`src/rtl/otf_sd_converter_pkg.sv`:
```
// Shared definitions for the on-the-fly signed-digit converter.
//   SD_*       : (dp,dn) digit encodings; 2'b11 is a redundant zero
//   state_t    : converter FSM state encoding
//   sd_digit_t : one signed digit as delivered by the redundant adder stage
//   clog2      : bits needed to count 0..v-1
package otf_sd_converter_pkg;

  localparam logic [1:0] SD_POS  = 2'b10;
  localparam logic [1:0] SD_NEG  = 2'b01;
  localparam logic [1:0] SD_ZERO = 2'b00;

  typedef enum logic [1:0] {
    ST_IDLE = 2'd0,
    ST_ACC  = 2'd1,
    ST_DONE = 2'd2
  } state_t;

  typedef struct packed {
    logic dp;
    logic dn;
  } sd_digit_t;

  // Number of bits required to hold values 0..v-1 (at least 1).
  function automatic int unsigned clog2(input int unsigned v);
    int unsigned r;
    r = 1;
    for (int i = 0; i < 32; i++) begin
      if (((v - 1) >> i) != 0) r = i + 1;
    end
    return r;
  endfunction

endpackage

```
`src/rtl/otf_sd_converter_if.sv`:
```
// Digit-in / result-out bundle of the on-the-fly converter.
//   master : digit source (drives start, din_valid, dp, dn; sees busy, done, q)
//   slave  : converter side
interface otf_sd_converter_if #(
  parameter int unsigned NDIG = 8
) ();

  logic            start;
  logic            din_valid;
  logic            dp;
  logic            dn;
  logic            busy;
  logic            done;
  logic [NDIG:0]   q;

  modport master (
    output start, din_valid, dp, dn,
    input  busy, done, q
  );

  modport slave (
    input  start, din_valid, dp, dn,
    output busy, done, q
  );

endinterface

```
`src/rtl/otf_sd_converter_qqm_cell.sv`:
```
// Q/QM next-value mux of the on-the-fly conversion (purely combinational).
//   q, qm      : current Q and QM (QM == Q-1)
//   digit      : signed digit being appended
//   q_next_c   : Q after appending the digit
//   qm_next_c  : QM after appending the digit
module otf_qqm_cell
  import otf_sd_converter_pkg::*;
#(
  parameter int unsigned W = 9
) (
  input  logic [W-1:0] q,
  input  logic [W-1:0] qm,
  input  sd_digit_t    digit,
  output logic [W-1:0] q_next_c,
  output logic [W-1:0] qm_next_c
);

  logic [W-1:0] q2;
  logic [W-1:0] qm2;

  assign q2  = q << 1;
  assign qm2 = qm << 1;

  // Append the digit; a negative digit borrows, so Q is rebuilt from QM.
  always_comb begin
    q_next_c  = q2;
    qm_next_c = qm2 | W'(1);
    case ({digit.dp, digit.dn})
      SD_POS: begin
        q_next_c  = q2 | W'(1);
        qm_next_c = q2;
      end
      SD_NEG: begin
        q_next_c  = qm2 | W'(1);
        qm_next_c = qm2;
      end
      default: ;
    endcase
  end

endmodule

```
`src/rtl/otf_sd_converter.sv`:
```
// Digit-serial on-the-fly converter: radix-2 signed digits (MSB first) to an
// NDIG+1 bit two's-complement result without a final carry-propagate add.
//   clk, rst : clock, synchronous active-high reset
//   bus      : slave side of otf_sd_converter_if
//              start/din_valid/dp/dn in; busy, done (1-cycle pulse), q out
module otf_sd_converter
  import otf_sd_converter_pkg::*;
#(
  parameter int unsigned NDIG = 8
) (
  input logic               clk,
  input logic               rst,
  otf_sd_converter_if.slave bus
);

  localparam int unsigned W  = NDIG + 1;
  localparam int unsigned CW = clog2(NDIG);

  state_t         state_r;
  state_t         state_next;
  logic [W-1:0]   q_r;
  logic [W-1:0]   qm_r;
  logic [W-1:0]   q_next_c;
  logic [W-1:0]   qm_next_c;
  logic [CW-1:0]  cnt_r;
  sd_digit_t      digit_c;
  logic           consume_c;
  logic           last_c;
  logic           busy_next_c;
  logic           done_next_c;

  assign digit_c   = {bus.dp, bus.dn};
  // start always wins over a digit arriving in the same cycle
  assign consume_c = (state_r == ST_ACC) && bus.din_valid && !bus.start;
  assign last_c    = consume_c && (cnt_r == CW'(NDIG - 1));

  otf_qqm_cell #(.W(W)) u_cell (
    .q         (q_r),
    .qm        (qm_r),
    .digit     (digit_c),
    .q_next_c  (q_next_c),
    .qm_next_c (qm_next_c)
  );

  // State register; busy/done are registered copies of the state decode.
  always_ff @(posedge clk) begin
    if (rst) begin
      state_r  <= ST_IDLE;
      bus.busy <= 1'b0;
      bus.done <= 1'b0;
    end else begin
      state_r  <= state_next;
      bus.busy <= busy_next_c;
      bus.done <= done_next_c;
    end
  end

  // Next-state logic.
  always_comb begin
    state_next = state_r;
    if (bus.start) begin
      state_next = ST_ACC;
    end else begin
      case (state_r)
        ST_IDLE: state_next = ST_IDLE;
        ST_ACC:  if (last_c) state_next = ST_DONE;
        ST_DONE: state_next = ST_IDLE;
        default: state_next = ST_IDLE;
      endcase
    end
  end

  // Output decode of the upcoming state.
  always_comb begin
    busy_next_c = 1'b0;
    done_next_c = 1'b0;
    case (state_next)
      ST_ACC:  busy_next_c = 1'b1;
      ST_DONE: done_next_c = 1'b1;
      default: ;
    endcase
  end

  // Q/QM accumulators, digit counter and result register.
  always_ff @(posedge clk) begin
    if (rst) begin
      q_r   <= '0;
      qm_r  <= '1;
      cnt_r <= '0;
      bus.q <= '0;
    end else if (bus.start) begin
      q_r   <= '0;
      qm_r  <= '1;
      cnt_r <= '0;
    end else if (consume_c) begin
      q_r   <= q_next_c;
      qm_r  <= qm_next_c;
      cnt_r <= cnt_r + CW'(1);
      if (last_c) bus.q <= q_next_c;
    end
  end

endmodule

```
`src/flat_wrapper.sv`:
```
// flat-port wrapper written by rule: the top's interface ports become plain ports
module otf_sd_converter_flat import otf_sd_converter_pkg::*;
#(
  parameter int unsigned NDIG = 8
)
  (clk, rst, bus_start, bus_din_valid, bus_dp, bus_dn, bus_busy, bus_done, bus_q);
  otf_sd_converter_if #(.NDIG(NDIG)) bus_i ();
  input logic clk;
  input logic rst;
  input wire logic [$bits(bus_i.start)-1:0] bus_start;
  input wire logic [$bits(bus_i.din_valid)-1:0] bus_din_valid;
  input wire logic [$bits(bus_i.dp)-1:0] bus_dp;
  input wire logic [$bits(bus_i.dn)-1:0] bus_dn;
  output wire logic [$bits(bus_i.busy)-1:0] bus_busy;
  output wire logic [$bits(bus_i.done)-1:0] bus_done;
  output wire logic [$bits(bus_i.q)-1:0] bus_q;
  assign bus_i.start = bus_start;
  assign bus_i.din_valid = bus_din_valid;
  assign bus_i.dp = bus_dp;
  assign bus_i.dn = bus_dn;
  assign bus_busy = bus_i.busy;
  assign bus_done = bus_i.done;
  assign bus_q = bus_i.q;
  otf_sd_converter #(.NDIG(NDIG)) u_core (.clk(clk), .rst(rst), .bus(bus_i));
endmodule
```
`config.mk`:
```
export PLATFORM = sky130hd
export DESIGN_NAME = otf_sd_converter_flat
export DESIGN_NICKNAME = d
export VERILOG_FILES = /design/src/rtl/otf_sd_converter_pkg.sv /design/src/rtl/otf_sd_converter_if.sv /design/src/rtl/otf_sd_converter_qqm_cell.sv /design/src/rtl/otf_sd_converter.sv /design/src/flat_wrapper.sv
export SDC_FILE = /design/constraint.sdc
export NUM_CORES = 1
export LEC_CHECK = 0
export CAP_MARGIN = 20
export CORE_UTILIZATION = 60
export CTS_BUF_LIST = sky130_fd_sc_hd__clkbuf_4 sky130_fd_sc_hd__clkbuf_8
export CTS_CLUSTER_SIZE = 16
export DETAILED_ROUTE_END_ITERATION = 8
export GPL_ROUTABILITY_DRIVEN = 0
export MAX_ROUTING_LAYER = met4
export PLACE_DENSITY = 0.86
export SYNTH_ARGS = -nofsm -noshare
export SYNTH_HDL_FRONTEND = slang
export SYNTH_SLANG_ARGS = --single-unit
```
`constraint.sdc`:
```
create_clock -name clk -period 4 [get_ports clk]
set_input_delay 1.2 -clock clk [delete_from_list [all_inputs] [get_ports clk]]
set_output_delay 1.2 -clock clk [all_outputs]
set_load 0.05 [all_outputs]
```
==> results of run 1 <==
[flip-flops by register name, indices dropped and copies added, names as in the netlist]
signal and cells:
u_core.bus.q 9, u_core.bus.busy 1, u_core.cnt_r 3, u_core.qm_r 8, u_core.bus.done 1, u_core.q_r 8, u_core.state_r 2
[cell usage in the layout (no fill, tap or decap), types with 6 or more instances in the layout]
cell             synthesis  layout
a221o_1                  7       7
a21oi_1                 17      17
nor2_1                   6       6
o21ai_0                 15      15
inv_1                   11      11
dfxtp_1                 32      32
clkdlybuf4s50_1          0      16
clkbuf_4                 0       7
a22oi_1                  8       8
a211oi_1                 7       7
[critical path: cells and delay by family]
family / cells / cell delay (ps)
buf+inv: 2 / 550
compound gates: 2 / 510
simple gates: 1 / 500
fa+ha+maj: 1 / 360
[per-layer routing]
metal	vias to the layer above	part of all wire, %
li1	523	-
met1	493	48
met2	31	46
met3	4	4.9
met4	0	0.94
met5	-	0
[final timing paths]
| check | startpoint | endpoint | slack [ps] | cells past startpoint |
|---|---|---|---|---|
| max | bus_dn | u_core.bus.q[4] | 1100 | 6 |
| min | u_core.cnt_r[1] | u_core.cnt_r[1] | 510 | 2 |
| max reg2reg | u_core.state_r[1] | u_core.qm_r[3] | 2340 | 3 |
| min reg2reg | u_core.cnt_r[1] | u_core.cnt_r[1] | 510 | 2 |
[where the power goes]
part / total [mW] / internal (mW) / leakage [nW] / switching, mW
Combinational: 0.0440 / 0.0168 / 0.303 / 0.0272
Sequential: 0.327 / 0.324 / 0.259 / 0.00367
Clock: 0.203 / 0.100 / 0.0394 / 0.103
[area by class of cell]
type,count,area share (%)
repair buffers,17,11.1
well taps,27,2.23
multi-input cells,82,37.3
flip-flops and latches,32,42.3
inverters,11,2.73
clock buffers,8,4.38
[synthesized netlist by cell type, drive strengths merged (2+ instances only)]
master  number  area [µm²]
a21oi       17        85.1
a211oi       9        77.6
o21a         2        15.0
a22oi        8        60.1
o21ai       15        75.1
dfxtp       32         641
nor2         6        22.5
or2          2        12.5
ha           4        50.1
clkbuf       6        23.8
mux2i        2        20.0
buf          5        46.3
a221o        7        70.1
inv         11        41.3
nor2b        3        18.8
[cell families after synthesis]
group | synth area share, %
AOI/OAI and AO/OA | 29.5
buffers and inverters | 8.45
adders and majority gates | 3.80
muxes | 1.52
xor gates and xnor gates | 0.665
DFF | 48.6
and+or+nand+nor | 7.41
[through the flow]
stage | util (%) | instance area, µm² | hold slack, ps | power (mW)
finish | 74.9 | 1520 | 509 | 0.575
CTS | 74.9 | 1520 | 519 | 0.577
detailed placement | 71.7 | 1450 | 496 | 0.378
floorplan | - | 1320 | 455 | 0.365
global placement | 71.7 | 1450 | 479 | 0.376
global route | 74.9 | 1520 | 539 | 0.600
==> reports/qor.yml, run 1 <==
drt:
  ant_nets: 0
  vias: 1051
  drt-pass1-iter-count: 4
  drt_drc_violations_left: 0
  drt_first_iter_violations: 36
  wl_um: 2560
  viasPerCell: 5.94
  wl_per_cell_um: 14.5
floorplan:
  fp-row-count: 16
  ios: 17
  die_x_um: 48.9
  die_area_um2: 2390
  start_util_pct: 65.2
  fp.dieH_um: 48.9
  core_area_um2: 2020
sta:
  hold_viol_final: 0
  max_freq_mhz: 345
  rsz0062_at_grt: "no"
  finalSetupTns_ps: 0
  setup_slack_ps: 1100
  skew_ps: 7.46
  relSlewSlack_pct: 56.8
  setup_viol: 0
  tightest_slew_ps: 646
  period_share_pct: 72.4
  min_period_ps: 2900
  slew_violations: 0
cells_and_area:
  regArea_um2: 641
  fillerInstances: 156
  syn2layout_area_growth_pct: 15.0
  fin_cells: 177
  num_antenna_cells: 0
  multi_input_area_um2: 566
  drive_gt1_share_pct: 10.0
  nNetsFinal: 159
cts:
  cts_buffers: 5
  cts_tree: "done"
  clock-root-buffer: "clkbuf_4"
  post-cts-setup-buffers: 0
  path_clk_slew_ps: 90
  cts_max_level: 2
  ctsResizeCount: 0
  clock_latency_ps: 330
  clk_path_buf_depth: 2
  cts-hold-fix-buffers: 0
  clock_sinks: 32
critical_path:
  crit_path_max_fanout: 8
  crit_type: "in2reg"
  critPathRequiredTime_ps: 4230
  path_cells: "clkdlybuf4s50_1 > inv_1 > ha_1 > nor2b_1 > a22oi_1 > a211oi_1"
  max_stage_delay_ps: 500
  arrival_ps: 3130
  start_kind: "input pin"
  slowest_stage: "clkdlybuf4s50_1"
  endpoint_kind: "flip-flop"
min_path:
  hold_class: "reg2reg"
logic_synthesis:
  ys_warn_count: 0
  syn_area_per_cell_um2: 9.69
  synth_fp_nets: 146
  syn_inst: 136
  synth_cell_types: 26
  synth_seq_cells: 32
  syn_area_um2: 1320
  synth_flop_cell: "dfxtp_1"
  yosysSeqAreaShare_pct: 48.6
  async_flop_share_pct: 0
  synth_edf_count: 0
global_route:
  grt_overflow: 0
  grt_max_degree: 32
  top_usage_layer: "met2"
  grt_pass1_wl_um: 4420
  track_usage_pct: 25.3
  met3_usage_pct: 5.92
  use_met1_pct: 31.4
  first_global_vias: 988
  met2_usage_pct: 38.0
  antenna_found_initial: 0
placed_design:
  numPlacedInstances: 169
  pre_cts_slack_ps: 795
  numPortBuffers: 16
  hpwl_um: 1740
power:
  vdd_drop_max_uv: 280
  power_leakage_nw: 0.602
  power.density_nw_per_um2: 379
run_status:
  outcome: "complete, no violations"
job:
  drv_cap: 0
No activity file was read; power rests on OpenSTA's default activity.
==> run 2: changes to the inputs <==
--- a/config.mk
+++ b/config.mk
@@ -6,13 +6,13 @@
 export NUM_CORES = 1
 export LEC_CHECK = 0
 export CAP_MARGIN = 20
-export CORE_UTILIZATION = 60
+export CORE_UTILIZATION = 50
 export CTS_BUF_LIST = sky130_fd_sc_hd__clkbuf_4 sky130_fd_sc_hd__clkbuf_8
 export CTS_CLUSTER_SIZE = 16
 export DETAILED_ROUTE_END_ITERATION = 8
 export GPL_ROUTABILITY_DRIVEN = 0
 export MAX_ROUTING_LAYER = met4
-export PLACE_DENSITY = 0.86
+export PLACE_DENSITY = 0.76
 export SYNTH_ARGS = -nofsm -noshare
 export SYNTH_HDL_FRONTEND = slang
 export SYNTH_SLANG_ARGS = --single-unit
==> constraint.sdc (replaced) <==
create_clock -name clk -period 2.5 [get_ports clk]
set_input_delay 0.75 -clock clk [delete_from_list [all_inputs] [get_ports clk]]
set_output_delay 0.75 -clock clk [all_outputs]
set_load 0.05 [all_outputs]
==> run 2 against run 1 <==
Against the previous run: clock-buffer cell count is 3 lower; power rose by 73%; sequential share of layout area down 1.9 points; utilization decreased by 11 points; combinational power rose by 78%; critical path depth decreased by 5; cell count increased by 5.6%; highest routed layer unchanged; sequential power is 60% higher; setup slack got worse by 860 ps; die area up 19%; register-to-register slack worse by 1300 ps; critical path type is now reg2out.
==> reports/qor.yml, run 2 (synthesis gave the netlist of run 1 again) <==
placed_design:
  numPortBuffers: 16  # unchanged
  numPlacedInstances: 179  # was 169
  hpwl_um: 1920  # was 1740 µm
global_route:
  track_usage_pct: 24.3  # was 25.3%
  use_met1_pct: 29.3  # was 31.4%
  grt_overflow: 0  # unchanged
  first_global_vias: 1069  # was 988
  grt_max_degree: 16  # was 32
  met3_usage_pct: 8.91  # was 5.92%
  met2_usage_pct: 36.9  # was 38.0%
  top_usage_layer: "met2"  # unchanged
  grt_pass1_wl_um: 4780  # was 4420 µm
  antenna_found_initial: 0  # unchanged
drt:
  viasPerCell: 5.87  # was 5.94
  vias: 1097  # was 1,051
  drt_first_iter_violations: 35  # was 36
  ant_nets: 0  # unchanged
  wl_per_cell_um: 14.8  # was 14.5 µm
  wl_um: 2770  # was 2560 µm
  drt-pass1-iter-count: 4  # unchanged
  drt_drc_violations_left: 0  # unchanged
cells_and_area:
  reg_top3: "u_core.bus.q: 9 flops, u_core.q_r: 8 flops, u_core.qm_r: 8 flops"  # unchanged
  fin_cells: 187  # was 177
  multi_input_area_um2: 566  # unchanged
  drive_gt1_share_pct: 14.0  # was 10.0%
  final_cell_mix: "dfxtp_1 (32), a21oi_1 (17), clkdlybuf4s50_1 (16)"  # unchanged
  final_core_util_pct: 64.0  # was 74.9%
  regArea_um2: 641  # unchanged
  fillerInstances: 213  # was 156
  syn2layout_area_growth_pct: 20.3  # was 15.0%
  nNetsFinal: 166  # was 159
  largest_register_ffs: 9  # unchanged
  largest_register: "u_core.bus.q"  # unchanged
  num_antenna_cells: 0  # unchanged
  final_common_cell: "dfxtp_1"  # unchanged
cts:
  path_clk_slew_ps: 110  # was 90 ps
  cts-hold-fix-buffers: 0  # unchanged
  ctsResizeCount: 0  # unchanged
  clk_path_buf_depth: 2  # unchanged
  clock-root-buffer: "clkbuf_4"  # unchanged
  cts_buffers: 5  # unchanged
  clock_latency_ps: 340  # was 330 ps
  cts_max_level: 2  # unchanged
  clock_sinks: 32  # unchanged
  cts_tree: "done"  # unchanged
  post-cts-setup-buffers: 0  # unchanged
power:
  power_switching_uw: 233  # was 134 µW
  p_int_uw: 761  # was 441 µW
  vdd_drop_max_uv: 619  # was 280 µV
  clkPwrFrac_pct: 39.3  # was 35.4%
  pwr-share-seq_pct: 52.8  # was 56.9%
  swShare_pct: 23.4  # was 23.3%
  pwr-share-comb_pct: 7.9  # was 7.7%
  power.density_nw_per_um2: 627  # was 379 nW/µm²
  power_leakage_nw: 0.639  # was 0.602 nW
sta:
  relSlewSlack_pct: 66.8  # was 56.8%
  max_freq_mhz: 443
  tightest_slew_ps: 496  # was 646 ps
  min_period_ps: 2260
  slew_violations: 0  # unchanged
  period_share_pct: 90.3
  hold_viol_final: 0  # unchanged
  skew_ps: 15.6  # was 7.46 ps
  setup_viol: 0  # unchanged
  rsz0062_at_grt: "no"  # unchanged
critical_path:
  start_kind: "flip-flop"  # was input pin
  crit_type: "reg2out"  # was in2reg
  arrival_ps: 1510  # was 3130 ps
  crit_path_max_fanout: 2  # was 8
  critPathLaunch: "u_core.bus.q[4]"  # was bus_dn
  path_buf_inv: 1  # was 2
  r2r-end: "u_core.qm_r[1]"  # was u_core.qm_r[3]
  slowest_stage: "clkdlybuf4s50_1"  # unchanged
  crit_family: "buffers and inverters"  # unchanged
  endpoint_kind: "output port"  # was flip-flop
  path_depth: 1  # was 6
  r2r_start: "u_core.state_r[1]"  # unchanged
  max_stage_delay_ps: 810  # was 500 ps
  endpoint: "bus_q[4]"  # was u_core.bus.q[4]
  critPathRequiredTime_ps: 1750  # was 4230 ps
  rr_worst_depth: 4  # was 3
  rrSetupSlack_ps: 1060  # was 2340 ps
  path_cells: "clkdlybuf4s50_1"  # was clkdlybuf4s50_1 > inv_1 > ha_1 > nor2b_1 > a22oi_1 > a211oi_1
floorplan:
  fp-row-count: 18  # was 16
  die_x_um: 53.3  # was 48.9 µm
  start_util_pct: 53.2  # was 65.2%
  core_area_um2: 2480  # was 2020 µm²
  fp.dieH_um: 53.3  # was 48.9 µm
  die_area_um2: 2840  # was 2390 µm²
  ios: 17  # unchanged
run_status:
  outcome: "complete, no violations"  # unchanged
min_path:
  hold_class: "reg2reg"  # unchanged
job:
  drv_cap: 0  # unchanged
run 2: cell types whose count changed in the layout (fill, tap and decap cells not counted):
| cell | before | now |
|---|---|---|
| buf_4 | 1 | 8 |
| bufinv_16 | 0 | 1 |
| clkbuf_8 | 1 | 0 |
| clkinv_2 | 0 | 1 |
| clkbuf_4 | 7 | 5 |
| clkinvlp_4 | 0 | 1 |
run 2: worst min-delay path, cell delays in order (launching register included):
cell,delay [ps]
dfxtp_1,340
mux2i_1,60
nor2_1,70
run 2: how the worst min path moves through the flow:
| stage | depth (start not counted) | endpoint | from |
|---|---|---|---|
| 2_1_floorplan | 2 | u_core.qm_r[0] | u_core.qm_r[0] |
| 3_3_place_gp | 2 | u_core.cnt_r[2] | u_core.cnt_r[2] |
| 3_5_place_dp | 2 | u_core.qm_r[0] | u_core.qm_r[0] |
| 4_1_cts | 2 | u_core.qm_r[0] | u_core.qm_r[0] |
| 5_1_grt | 1 | u_core.qm_r[6] | u_core.qm_r[5] |
| 6_report | 2 | u_core.cnt_r[1] | u_core.cnt_r[1] |
run 2: power groups by stage:
stage / logic, mW / registers [mW] / clock network (mW)
2_1_floorplan: 0.0467 / 0.538 / 0
3_3_place_gp: 0.0755 / 0.535 / 0
3_5_place_dp: 0.0775 / 0.536 / 0
4_1_cts: 0.0779 / 0.524 / 0.394
5_1_grt: 0.0855 / 0.526 / 0.420
6_report: 0.0783 / 0.524 / 0.391
run 2: layout make-up:
type / instances / share of cell area, %
Inverter: 11 / 2.60
Multi-Input combinational cell: 82 / 35.7
Clock buffer: 5 / 2.37
Timing Repair Buffer: 24 / 13.9
Sequential cell: 32 / 40.4
Tap cell: 30 / 2.37
Clock inverter: 3 / 2.68
run 2: through the flow:
step | TNS [ps] | instance area (µm²) | hold slack, ps | total power [mW] | worst slack (ps)
after floorplan | 0 | 1320 | 455 | 0.585 | 498
after global placement | 0 | 1510 | 484 | 0.611 | 17.6
after detailed placement | -37.1 | 1510 | 486 | 0.613 | -24.9
after CTS | 0 | 1590 | 504 | 0.996 | 237
after global routing | 0 | 1590 | 551 | 1.03 | 187
final | 0 | 1590 | 504 | 0.994 | 243
run 2: layer usage:
metal  wire, µm  share of wire, %  vias to the layer above
met5          0                 0                        -
li1           -                 -                      534
met1       1290                47                      511
met4         39               1.4                        0
met3        195               7.0                        6
met2       1250                45                       46
==> run 3: changes to the inputs <==
--- a/config.mk
+++ b/config.mk
@@ -12,7 +12,7 @@
 export DETAILED_ROUTE_END_ITERATION = 8
 export GPL_ROUTABILITY_DRIVEN = 0
 export MAX_ROUTING_LAYER = met4
-export PLACE_DENSITY = 0.76
+export PLACE_DENSITY = 0.82
 export SYNTH_ARGS = -nofsm -noshare
 export SYNTH_HDL_FRONTEND = slang
 export SYNTH_SLANG_ARGS = --single-unit
==> run 3 against run 2 <==
Against the previous run: worst hold slack better by 3.7 ps; cell area stayed put; non-clock buffer count stayed put; global-route usage is 2.6 points lower; sequential share of layout area stayed put; cell count stayed put; largest power group unchanged; clock skew is 6.7 ps lower.
==> reports/qor.yml, run 3 (synthesis gave the netlist of run 1 again) <==
run_status:
  outcome: "complete, no violations"  # unchanged
drt:
  vias: 1052  # was 1,097
  drt-pass1-iter-count: 4  # unchanged
  wl_per_cell_um: 14.5  # was 14.8 µm
  wl_um: 2710  # was 2770 µm
  drt_first_iter_violations: 52  # was 35
  viasPerCell: 5.63  # was 5.87
  ant_nets: 0  # unchanged
  drt_drc_violations_left: 0  # unchanged
cts:
  cts_tree: "done"  # unchanged
  clock-root-buffer: "clkbuf_4"  # unchanged
  ctsResizeCount: 0  # unchanged
  cts_buffers: 5  # unchanged
  clock_latency_ps: 330  # was 340 ps
  clk_path_buf_depth: 2  # unchanged
  clock_sinks: 32  # unchanged
  cts_max_level: 2  # unchanged
  cts-hold-fix-buffers: 0  # unchanged
  path_clk_slew_ps: 100  # was 110 ps
  post-cts-setup-buffers: 0  # unchanged
floorplan:
  core_area_um2: 2480  # unchanged
  die_x_um: 53.3  # unchanged
  fp-row-count: 18  # unchanged
  ios: 17  # unchanged
  start_util_pct: 53.2  # unchanged
  fp.dieH_um: 53.3  # unchanged
  die_area_um2: 2840  # unchanged
job:
  drv_cap: 0  # unchanged
sta:
  setup_viol: 0  # unchanged
  slew_violations: 0  # unchanged
  tightest_slew_ps: 502  # was 496 ps
  finalSetupTns_ps: 0  # unchanged
  min_period_ps: 2240  # was 2260 ps
  relSlewSlack_pct: 66.4  # was 66.8%
  rsz0062_at_grt: "no"  # unchanged
  hold_viol_final: 0  # unchanged
  period_share_pct: 89.6  # was 90.3%
  max_freq_mhz: 447  # was 443 MHz
  setup_slack_ps: 261  # was 243 ps
  skew_ps: 8.91  # was 15.6 ps
placed_design:
  pre_cts_slack_ps: -30.1  # was -24.9 ps
  hpwl_um: 1930  # was 1920 µm
  numPortBuffers: 16  # unchanged
power:
  power_leakage_nw: 0.644  # was 0.639 nW
  power_switching_uw: 225  # was 233 µW
  power.density_nw_per_um2: 629  # was 627 nW/µm²
  clkPwrFrac_pct: 39.6  # was 39.3%
  swShare_pct: 22.6  # was 23.4%
  vdd_drop_max_uv: 516  # was 619 µV
  p_int_uw: 773  # was 761 µW
  pwr-share-seq_pct: 52.5  # was 52.8%
  pwr-share-comb_pct: 7.9  # about the same
global_route:
  first_global_vias: 918  # was 1,069
  grt_pass1_wl_um: 4180  # was 4780 µm
  track_usage_pct: 21.7  # was 24.3%
  grt_max_degree: 15  # was 16
  antenna_found_initial: 0  # unchanged
  grt_overflow: 0  # unchanged
cells_and_area:
  final_core_util_pct: 64.0  # unchanged
  reg_top3: "u_core.bus.q: 9 flops, u_core.q_r: 8 flops, u_core.qm_r: 8 flops"  # unchanged
  final_cell_mix: "dfxtp_1 (32), a21oi_1 (17), clkdlybuf4s50_1 (16)"  # unchanged
  syn2layout_area_growth_pct: 20.3  # unchanged
  final_common_cell: "dfxtp_1"  # unchanged
  largest_register_ffs: 9  # unchanged
  num_antenna_cells: 0  # unchanged
  largest_register: "u_core.bus.q"  # unchanged
  drive_gt1_share_pct: 14.0  # unchanged
  nNetsFinal: 166  # unchanged
min_path:
  hold_class: "reg2reg"  # unchanged
  hold_depth: 2  # unchanged
  hold_end: "u_core.qm_r[0]"  # was u_core.cnt_r[1]
  min_from: "u_core.qm_r[0]"  # was u_core.cnt_r[1]
critical_path:
  arrival_ps: 1490  # was 1510 ps
  crit_family: "buffers and inverters"  # unchanged
  critPathRequiredTime_ps: 1750  # about the same
  max_stage_delay_ps: 810  # about the same
  critPathLaunch: "u_core.bus.q[5]"  # was u_core.bus.q[4]
  path_buf_inv: 1  # unchanged
  slowest_stage: "clkdlybuf4s50_1"  # unchanged
  endpoint_kind: "output port"  # unchanged
  r2r-end: "u_core.bus.busy"  # was u_core.qm_r[1]
  rrSetupSlack_ps: 1100  # was 1060 ps
  r2r_start: "u_core.cnt_r[0]"  # was u_core.state_r[1]
  start_kind: "flip-flop"  # unchanged
  crit_path_max_fanout: 2  # unchanged
  path_cells: "clkdlybuf4s50_1"  # unchanged
  crit_type: "reg2out"  # unchanged
  rr_worst_depth: 5  # was 4
## run 3: changes by cell type in the layout (fill, tap and decap cells not counted)
| cell | before | now |
|---|---|---|
| clkbuf_4 | 5 | 6 |
| clkinvlp_4 | 1 | 0 |
## run 3: cell type report
| type | count | area, µm² |
|---|---|---|
| Clock buffer | 6 | 45.0 |
| Inverter | 11 | 41.3 |
| Clock inverter | 2 | 35.0 |
| Multi-Input combinational cell | 82 | 566 |
| Timing Repair Buffer | 24 | 220 |
| Fill cell | 202 | 892 |
| Tap cell | 30 | 37.5 |
| Sequential cell | 32 | 641 |
## run 3: through the flow
step / instances / cell area, µm² / hold slack [ps] / total power [mW]
CTS: 187 / 1590 / 508 / 1.00
floorplan: 136 / 1320 / 455 / 0.585
detailed placement: 179 / 1510 / 490 / 0.613
global placement: 179 / 1510 / 479 / 0.609
global route: 187 / 1590 / 537 / 1.03
finish: 187 / 1590 / 508 / 0.998
## run 3: worst max path at each step
stage | endpoint | depth (start not counted)
after floorplan | u_core.bus.q[6] | 6
after global placement | u_core.bus.q[6] | 6
after detailed placement | u_core.q_r[6] | 6
after CTS | bus_q[4] | 1
after global routing | bus_q[6] | 1
final | bus_q[5] | 1
## run 3: worst reg2reg max path, stage by stage (launching register included)
cell,delay (ps)
dfxtp_1,360
ha_1,170
ha_1,370
nand2_1,110
a31oi_1,250
nor2_1,60
## run 3: power groups by stage
stage               Sequential (mW)  Combinational (mW)  Clock [mW]
CTS                           0.524              0.0778       0.401
detailed placement            0.536              0.0772           0
finish                        0.524              0.0786       0.395
floorplan                     0.538              0.0467           0
global route                  0.525              0.0853       0.423
global placement              0.535              0.0737           0
## run 3: routing by layer
metal	vias to the layer above	GRT usage (%)	share of wire, %
met3	2	9.20	7.2
met2	44	31.3	47
met5	-	-	0
met1	472	26.0	45
li1	534	-	-
met4	0	10.1	1.0
